## config.mk

```make
export PLATFORM = sky130hd
export DESIGN_NAME = systolic_ctrl
export DESIGN_NICKNAME = d
export VERILOG_FILES = /design/src/rtl/systolic_ctrl.sv
export SDC_FILE = /design/constraint.sdc
export NUM_CORES = 1
export LEC_CHECK = 0
export BUFFER_PORTS_ARGS = -buffer_cell sky130_fd_sc_hd__buf_2
export CAP_MARGIN = 20
export CORE_UTILIZATION = 40
export DETAILED_ROUTE_END_ITERATION = 8
export HOLD_SLACK_MARGIN = 0.12
export PLACE_DENSITY_LB_ADDON = 0.08
export RECOVER_POWER = 25
export SKIP_LAST_GASP = 1
export SYNTH_ARGS = -nofsm -noshare
export SYNTH_HDL_FRONTEND = slang
export SYNTH_SLANG_ARGS = --single-unit
```

## constraint.sdc

```tcl
create_clock -name clk -period 3.8 [get_ports clk]
set_clock_uncertainty 0.2 [all_clocks]
set_input_delay 0.38 -clock clk [delete_from_list [all_inputs] [get_ports clk]]
set_output_delay 0.38 -clock clk [all_outputs]
set_load 0.03 [all_outputs]
```

## src/rtl/systolic_ctrl.sv

```systemverilog
// Job sequencer for an N x N weight-stationary systolic array: loads weight rows,
// pulses the weight switch, streams row-skewed input vectors, then drains.
module systolic_ctrl #(
  parameter int unsigned ARRAY_N    = 4,
  parameter int unsigned DATA_WIDTH = 16,
  parameter int unsigned VEC_W      = 8
) (
  input  logic                          clk,
  input  logic                          rst,
  input  logic                          i_start,
  input  logic [VEC_W-1:0]              i_num_vec,
  output logic                          o_busy,
  output logic                          o_done,
  input  logic                          i_w_valid,
  output logic                          o_w_ready,
  input  logic [ARRAY_N*DATA_WIDTH-1:0] i_w_data,
  input  logic                          i_x_valid,
  output logic                          o_x_ready,
  input  logic [ARRAY_N*DATA_WIDTH-1:0] i_x_data,
  output logic                          o_arr_enable,
  output logic [ARRAY_N*DATA_WIDTH-1:0] o_arr_weight,
  output logic [ARRAY_N-1:0]            o_arr_accept_w,
  output logic [ARRAY_N*DATA_WIDTH-1:0] o_arr_input,
  output logic [ARRAY_N-1:0]            o_arr_valid,
  output logic [ARRAY_N-1:0]            o_arr_switch,
  output logic [ARRAY_N-1:0]            o_res_valid
);

  localparam int unsigned WCntW = $clog2(ARRAY_N + 1);
  localparam int unsigned DCntW = $clog2(2 * ARRAY_N);

  typedef enum logic [2:0] {StIdle, StLoadW, StSwitch, StStream, StDrain} state_e;

  state_e             r_state, w_state_d;
  logic [WCntW-1:0]   r_wcnt;
  logic [VEC_W-1:0]   r_vcnt;
  logic [VEC_W-1:0]   r_num_vec;
  logic [DCntW-1:0]   r_dcnt;
  logic               r_done;
  logic [2*ARRAY_N-2:0] r_vchain;

  logic w_start_ok, w_w_hs, w_x_hs, w_last_w, w_last_x, w_drain_end;

  assign w_start_ok  = (r_state == StIdle) && i_start && (i_num_vec != '0);
  assign w_w_hs      = (r_state == StLoadW) && i_w_valid;
  assign w_x_hs      = (r_state == StStream) && i_x_valid;
  assign w_last_w    = w_w_hs && (r_wcnt == WCntW'(ARRAY_N - 1));
  assign w_last_x    = w_x_hs && (r_vcnt == r_num_vec - VEC_W'(1));
  assign w_drain_end = (r_state == StDrain) && (r_dcnt == DCntW'(2 * ARRAY_N - 2));

  always_comb begin
    w_state_d = r_state;
    unique case (r_state)
      StIdle:   if (w_start_ok) w_state_d = StLoadW;
      StLoadW:  if (w_last_w) w_state_d = StSwitch;
      StSwitch: w_state_d = StStream;
      StStream: if (w_last_x) w_state_d = StDrain;
      StDrain:  if (w_drain_end) w_state_d = StIdle;
      default:  w_state_d = StIdle;
    endcase
  end

  always_ff @(posedge clk or posedge rst) begin
    if (rst) begin
      r_state   <= StIdle;
      r_wcnt    <= '0;
      r_vcnt    <= '0;
      r_num_vec <= '0;
      r_dcnt    <= '0;
      r_done    <= 1'b0;
      r_vchain  <= '0;
    end else begin
      r_state  <= w_state_d;
      r_done   <= w_drain_end;
      // Bit k holds a row-0 issue from k+1 cycles ago; column c reads bit N+c-1.
      r_vchain <= {r_vchain[2*ARRAY_N-3:0], w_x_hs};
      if (w_start_ok) begin
        r_num_vec <= i_num_vec;
        r_wcnt    <= '0;
        r_vcnt    <= '0;
        r_dcnt    <= '0;
      end
      if (w_w_hs) r_wcnt <= r_wcnt + WCntW'(1);
      if (w_x_hs) r_vcnt <= r_vcnt + VEC_W'(1);
      if (r_state == StDrain) r_dcnt <= r_dcnt + DCntW'(1);
    end
  end

  // Row 0 enters the array unskewed in the handshake cycle.
  assign o_arr_valid[0]              = w_x_hs;
  assign o_arr_input[DATA_WIDTH-1:0] = w_x_hs ? i_x_data[DATA_WIDTH-1:0] : '0;

  for (genvar r = 1; r < ARRAY_N; r++) begin : g_skew
    logic [DATA_WIDTH-1:0] r_d [r];
    logic [r-1:0]          r_v;

    always_ff @(posedge clk or posedge rst) begin
      if (rst) begin
        r_v <= '0;
        for (int k = 0; k < r; k++) r_d[k] <= '0;
      end else begin
        r_v[0] <= w_x_hs;
        r_d[0] <= w_x_hs ? i_x_data[r*DATA_WIDTH +: DATA_WIDTH] : '0;
        for (int k = 1; k < r; k++) begin
          r_v[k] <= r_v[k-1];
          r_d[k] <= r_d[k-1];
        end
      end
    end

    assign o_arr_valid[r]                          = r_v[r-1];
    assign o_arr_input[r*DATA_WIDTH +: DATA_WIDTH] = r_d[r-1];
  end

  assign o_busy         = (r_state != StIdle);
  assign o_done         = r_done;
  assign o_w_ready      = (r_state == StLoadW);
  assign o_x_ready      = (r_state == StStream);
  assign o_arr_enable   = (r_state != StIdle);
  assign o_arr_weight   = w_w_hs ? i_w_data : '0;
  assign o_arr_accept_w = {ARRAY_N{w_w_hs}};
  assign o_arr_switch   = {ARRAY_N{r_state == StSwitch}};
  assign o_res_valid    = r_vchain[2*ARRAY_N-2:ARRAY_N-1];

endmodule

```

==> results.sh, run 1 <==
export IMPL_status="complete, but fails checks"
export IMPL_violations="capacitance limit, slew limit"
export IMPL_crit_family="buffers and inverters"
export IMPL_drcViolationCount=0
export IMPL_grt_pass1_vias=4287
export IMPL_maxSlewViolCount=36
export IMPL_syn_nets=592
export IMPL_final_core_util_pct=60.6
export IMPL_core_region_area_um2=12700
export IMPL_path_cells="dlygate4sd3_1 > buf_2 > nand3_1 > inv_2 > and2_1 > buf_2"
export IMPL_final_seq_area_um2=3230
export IMPL_endpoint_kind="output port"
export IMPL_max_slew_margin_rel_pct=-8.93
export IMPL_netlist_instances=445
export IMPL_num_vias=4324
export IMPL_critPathRequiredTime_ps=3220
export IMPL_ys_top_cells_by_area="dfrtp_1 (61%), and3_1 (8.0%), and2_1 (7.8%)"
export IMPL_drv_cap=1
export IMPL_hold_path_class="reg -> reg"
export IMPL_antenna_found_initial=1
export IMPL_nets=896
export IMPL_cts_repair_resized=0
export IMPL_worst_pin_slew_ps=1620
export IMPL_area_growth_pct=46.4
export IMPL_synth_enable_flop_cells=0
export IMPL_finalCritPeriodShare_pct=80.4
export IMPL_clk_latency_ps=400
export IMPL_finalPower_uw=3400
export IMPL_place_gp_congestion=0.858
export IMPL_ctsHtreeMaxLevel=4
export IMPL_final_hold_viol_count=0
export IMPL_antenna_cells=0
export IMPL_die_h_um=117
export IMPL_vias_per_cell=4.63
export IMPL_clkTransAtPathRegs_ps=60
export IMPL_root_buffer="clkbuf_16"
export IMPL_setup_tns_ps=0
export IMPL_multiInputGateArea_um2=1580
export IMPL_synth_largest_area_cell="dfrtp_1"
export IMPL_avgSynthCellArea_um2=11.8
export IMPL_crit_arrival_ps=2470
export IMPL_final_common_cell="buf_2"
export IMPL_ir_worst_vdd_uv=362
export IMPL_clock_sinks=129
export IMPL_drt_total_wl_um=15400
export IMPL_ys_seq_area_share_pct=61.4
export IMPL_max_stage_delay_ps=630
export IMPL_cts_tree="yes"
export IMPL_syn_area_um2=5260
export IMPL_ys_flop_type="dfrtp_1"
export IMPL_crit_top_cell="buf_2"
export IMPL_max_freq_ghz=0.327
export IMPL_portBuffers=289
export IMPL_async_reset_ff_share_pct=100
export IMPL_rsz0062_at_grt="false"
export IMPL_drtIter0Drc=254
export IMPL_path_max_fanout=69
export IMPL_grt_pass1_wl_um=22100
export IMPL_dieArea_um2=13600
export IMPL_hpwl_um=11500
export IMPL_final_min_clock_period_ps=3050
export IMPL_crit_path_start_kind="input pin"
export IMPL_initial_core_util_pct=41.4
export IMPL_grt_overflow_total=0
export IMPL_grt_start_max_net_pins=70
export IMPL_detail_route_antenna_nets=0
export IMPL_path_buf_inv=4
export IMPL_timing_hold_ws_ps=139
export IMPL_p_per_area_nw_per_um2=441
export IMPL_ys_types=42
export IMPL_num_io_pins=290
export IMPL_grtUsageTotal_pct=22.7
export IMPL_ys_ff_latch=129
export IMPL_drive_gt1_share_pct=43.0
export IMPL_netlist_area_leader_share_pct=61.4
export IMPL_num_rows=41
export IMPL_clockBufferDepth=2
export IMPL_post_cts_buffers=0
export IMPL_drt_pass1_iter_count=4
export IMPL_die_x_um=117
export IMPL_final_cell_mix="buf_2 (277), dfrtp_1 (129), and3_1 (67)"
export IMPL_final_setup_viol_count=0
export IMPL_wl_per_cell_um=16.5
export IMPL_slowest_stage="inv_2"
export IMPL_ys_warnings_count=0
export IMPL_p_leak_uw=0.00435
export IMPL_critical_path_class="in -> out"
export IMPL_cts_buffers=17
export IMPL_nFillCells=1084
report_power, final:
| group | switching [µW] | internal (µW) | total [µW] | leakage [µW] |
|---|---|---|---|---|
| Clock | 598 | 973 | 1570 | 0.000278 |
| Combinational | 196 | 155 | 351 | 0.00242 |
| Sequential | 31.8 | 1440 | 1470 | 0.00165 |
| Total | 826 | 2570 | 3400 | 0.00435 |
final timing paths:
path,start,slack [ps],cells past startpoint,to
worst max-delay path,i_w_valid,750,6,o_arr_weight[54]
worst min-delay path,g_skew[3].r_d[17],140,0,o_arr_input[49]
worst max register to register,r_num_vec[0],1590,7,r_state[0]
worst min register to register,g_skew[3].r_d[17],140,0,o_arr_input[49]
max in group asynchronous,rst,1680,4,o_arr_input[48]
min in group asynchronous,rst,710,3,g_skew[3].r_v[1]
per-stage QoR:
step | instances | instance area, µm² | setup slack, ps
floorplan | 445 | 5270 | 1540
global placement | 844 | 6560 | 1210
detailed placement | 844 | 6560 | 1160
CTS | 934 | 7720 | 706
global route | 934 | 7700 | 531
finish | 934 | 7700 | 746
cells in the mapped netlist (2+ instances only):
cell type and instances:
dfrtp_1 129, and3_1 67, and2_1 66, buf_4 42
clkbuf_1 22, o21ai_0 14, nand2_1 12, nand3_1 12
nor2_1 11, inv_1 7, xnor2_1 7, ha_1 6
mux2_2 6, a21oi_1 4, nor3_1 4, xor2_1 4
a221oi_1 2, buf_2 2, inv_2 2, mux2_1 2
mux2i_1 2, nor4_1 2
state kept, by name, indices dropped and copies added, names as in the netlist:
register     count
r_vchain         5
o_done           1
g_skew.r_d      64
r_dcnt           3
r_wcnt           3
r_state          3
r_num_vec        8
r_vcnt           8
g_skew.r_v       2
o_arr_input     32
final cells by class:
cell class	instances	share of cell area (%)
Sequential cell	129	41.9
Timing Repair Buffer	352	26.8
Multi-Input combinational cell	240	20.5
Clock buffer	18	5.57
Tap cell	172	2.79
Clock inverter	14	2.00
Inverter	9	0.455
repair_timing:
item	in CTS	in global routing
endpoints found under the hold margin	90	0
endpoints found under the setup margin	0	0
hold buffers	58	0
cells by family after synthesis:
kind of cell    synth area share, %
mux                            2.09
fa+ha+maj                      1.43
xor+xnor                       1.83
buf+inv                        8.61
compound gates                 3.23
flops                          61.4
simple gates                   21.5
routing by layer:
metal	vias up	wire length, µm	track usage, %
li1	2053	-	-
met1	2082	5990	26.5
met2	179	8130	39.5
met3	10	1090	6.33
met4	0	202	8.69
met5	-	0	0
(Power assumes the default switching activity.)
==> inputs of run 2 (changes only) <==
ABC_AREA = 1   (was unset)
clock period = 2.5 ns   (was 3.8 ns; I/O delays follow)
==> results.sh, run 2 <==
export IMPL_antenna_cells=0
export IMPL_grt_pass1_vias=4649
export IMPL_hpwl_um=9840
export IMPL_endpoint_kind="output port"
export IMPL_maxSlewViolCount=0
export IMPL_ys_warnings_count=0
export IMPL_ys_types=27
export IMPL_crit_arrival_ps=1920
export IMPL_path_buf_inv=3
export IMPL_drtIter0Drc=134
export IMPL_pre_cts_slack_ps=284
export IMPL_grt_pass1_wl_um=21700
export IMPL_hold_depth=0
export IMPL_max_slew_margin_rel_pct=4.63
export IMPL_setup_tns_ps=0
export IMPL_clock_sinks=129
export IMPL_final_min_clock_period_ps=2370
export IMPL_grt_overflow_total=0
export IMPL_syn_nets=769
export IMPL_antenna_found_initial=0
export IMPL_worstRegToRegCells=11
export IMPL_root_buffer="clkbuf_16"
export IMPL_initial_core_util_pct=41.3
export IMPL_path_cells="inv_1 > nand3_1 > nor2_4 > inv_8 > nor2_1 > buf_2"
export IMPL_vias_per_cell=4.18
export IMPL_layout_setup_ws_ps=135
export IMPL_drt_total_wl_um=13400
export IMPL_rsz0062_at_grt="false"
export IMPL_critPathRequiredTime_ps=2050
export IMPL_cts_buffers=17
export IMPL_clockBufferDepth=2
export IMPL_async_reset_ff_share_pct=100
export IMPL_hold_path_class="reg -> reg"
export IMPL_dieArea_um2=14300
export IMPL_num_rows=42
export IMPL_multiInputGateArea_um2=1230
export IMPL_ys_flop_type="dfrtp_1"
export IMPL_drt_pass1_iter_count=4
export IMPL_timing_hold_ws_ps=144
export IMPL_final_hold_viol_count=0
export IMPL_synth_enable_flop_cells=0
export IMPL_status="finished clean"
export IMPL_grtUsageTotal_pct=19.4
export IMPL_p_per_area_nw_per_um2=993
export IMPL_clk_latency_ps=400
export IMPL_finalPower_uw=7950
export IMPL_final_setup_viol_count=0
export IMPL_synthTopCellsByCount="inv_1 (162), nor2_1 (154), dfrtp_1 (129)"
export IMPL_ys_seq_area_share_pct=58.5
export IMPL_max_stage_delay_ps=430
export IMPL_crit_path_start_kind="register"
export IMPL_worst_path_stages=6
export IMPL_yosysMostFrequentCell="inv_1"
export IMPL_netlist_instances=622
export IMPL_core_region_area_um2=13300
export IMPL_ctsHtreeMaxLevel=4
export IMPL_largest_reg_flops=64
export IMPL_syn_area_um2=5520
export IMPL_drcViolationCount=0
export IMPL_die_x_um=119
export IMPL_p_leak_uw=0.00509
export IMPL_synth_largest_area_cell="dfrtp_1"
export IMPL_num_vias=4709
export IMPL_crit_family="simple AND/OR/NAND/NOR gates"
export IMPL_ys_ff_latch=129
export IMPL_netlist_area_leader_share_pct=58.5
export IMPL_die_h_um=119
export IMPL_portBuffers=289
export IMPL_finalCritPeriodShare_pct=94.6
export IMPL_worst_pin_slew_ps=1430
export IMPL_final_common_cell="buf_2"
export IMPL_max_freq_ghz=0.423
export IMPL_final_seq_area_um2=3230
export IMPL_drive_gt1_share_pct=35.8
export IMPL_nFillCells=1202
export IMPL_top_register="g_skew.r_d"
export IMPL_path_max_fanout=67
export IMPL_wl_per_cell_um=11.9
export IMPL_grt_start_max_net_pins=69
export IMPL_clkTransAtPathRegs_ps=60
export IMPL_nets=1084
export IMPL_place_gp_congestion=0.801
export IMPL_avgSynthCellArea_um2=8.87
export IMPL_drv_cap=0
export IMPL_detail_route_antenna_nets=0
export IMPL_ys_top_cells_by_area="dfrtp_1 (59%), inv_1 (11%), nor2_1 (10%)"
export IMPL_num_io_pins=290
export IMPL_cts_tree="yes"
export IMPL_area_growth_pct=45.1
export IMPL_slowest_stage="dfrtp_1"
export IMPL_ir_worst_vdd_uv=521
export IMPL_critical_path_class="reg -> out"
export IMPL_final_cell_mix="buf_2 (289), inv_1 (161), nor2_1 (154)"
run 2: cell types whose count changed in the layout (fill, tap and decap cells not counted), moves of 6 or more:
cell,change
inv_1,+154
nor2_1,+143
o21ai_0,-9
and3_1,-67
buf_2,+12
o21ai_1,+6
clkbuf_1,-12
and2_1,-66
nand2_1,+36
run 2: cells by family (layout without fill, tap and decap cells):
kind of cell / after synthesis / count (layout) / synth area share, %
compound gates: 25 / 25 / 2.43
xor+xnor: 8 / 8 / 1.27
fa+ha+maj: 6 / 6 / 1.36
buf+inv: 223 / 551 / 19.3
flops: 129 / 129 / 58.5
mux: 2 / 2 / 0.408
simple gates: 229 / 229 / 16.7
run 2: stage by stage:
stage | cells | util (%) | instance area (µm²)
after floorplan | 622 | - | 5520
after global placement | 1033 | 50.9 | 6800
after detailed placement | 1033 | 50.9 | 6800
after CTS | 1124 | 59.9 | 8000
after global routing | 1126 | 60.0 | 8000
final | 1126 | 60.0 | 8000
run 2: report_power, final:
part | internal (µW) | leakage, µW | switching [µW]
registers | 2480 | 0.00174 | 212
logic | 834 | 0.00305 | 1930
clock network | 1580 | 0.000288 | 908
run 2: path summary, 6_finish.rpt:
check,start,to,slack [ps]
worst min-delay path,g_skew[2].r_d[31],o_arr_input[47],140
worst max register to register,r_num_vec[0],r_state[0],590
worst min register to register,g_skew[2].r_d[31],o_arr_input[47],140
min in group asynchronous,rst,g_skew[3].r_d[33],320
worst max-delay path,r_state[1],o_arr_weight[52],130
max in group asynchronous,rst,r_dcnt[1],460
run 2: what timing repair did:
item,in CTS,in global routing
endpoints found under the setup margin,64,64
hold buffers,59,0
setup buffers,0,2
pin swaps,0,1
gates resized for setup,2,2
hold endpoints to repair,192,0
run 2: area by class of cell:
type	instances	share of cell area [%]
multi-input cells	270	15.3
clock inverters	14	2.24
inverters	165	7.85
well taps	176	2.75
clock buffers	18	5.36
repair buffers	354	26.1
flip-flops and latches	129	40.3
run 2: metal layers:
| metal | routed length (µm) | global-route usage (%) |
|---|---|---|
| met1 | 5900 | 24.9 |
| met4 | 104 | 5.86 |
| met3 | 794 | 5.80 |
| met5 | 0 | 0 |
| met2 | 6590 | 31.6 |
run 2: worst reg2reg max path: cells and delay by family (launching register included):
kind,cells,cell delay [ps]
flip-flops,1,390
adder cells (fa/ha/maj),1,210
AO/OA/AOI/OAI,1,90
buffers and inverters,1,150
AND/OR/NAND/NOR,8,740
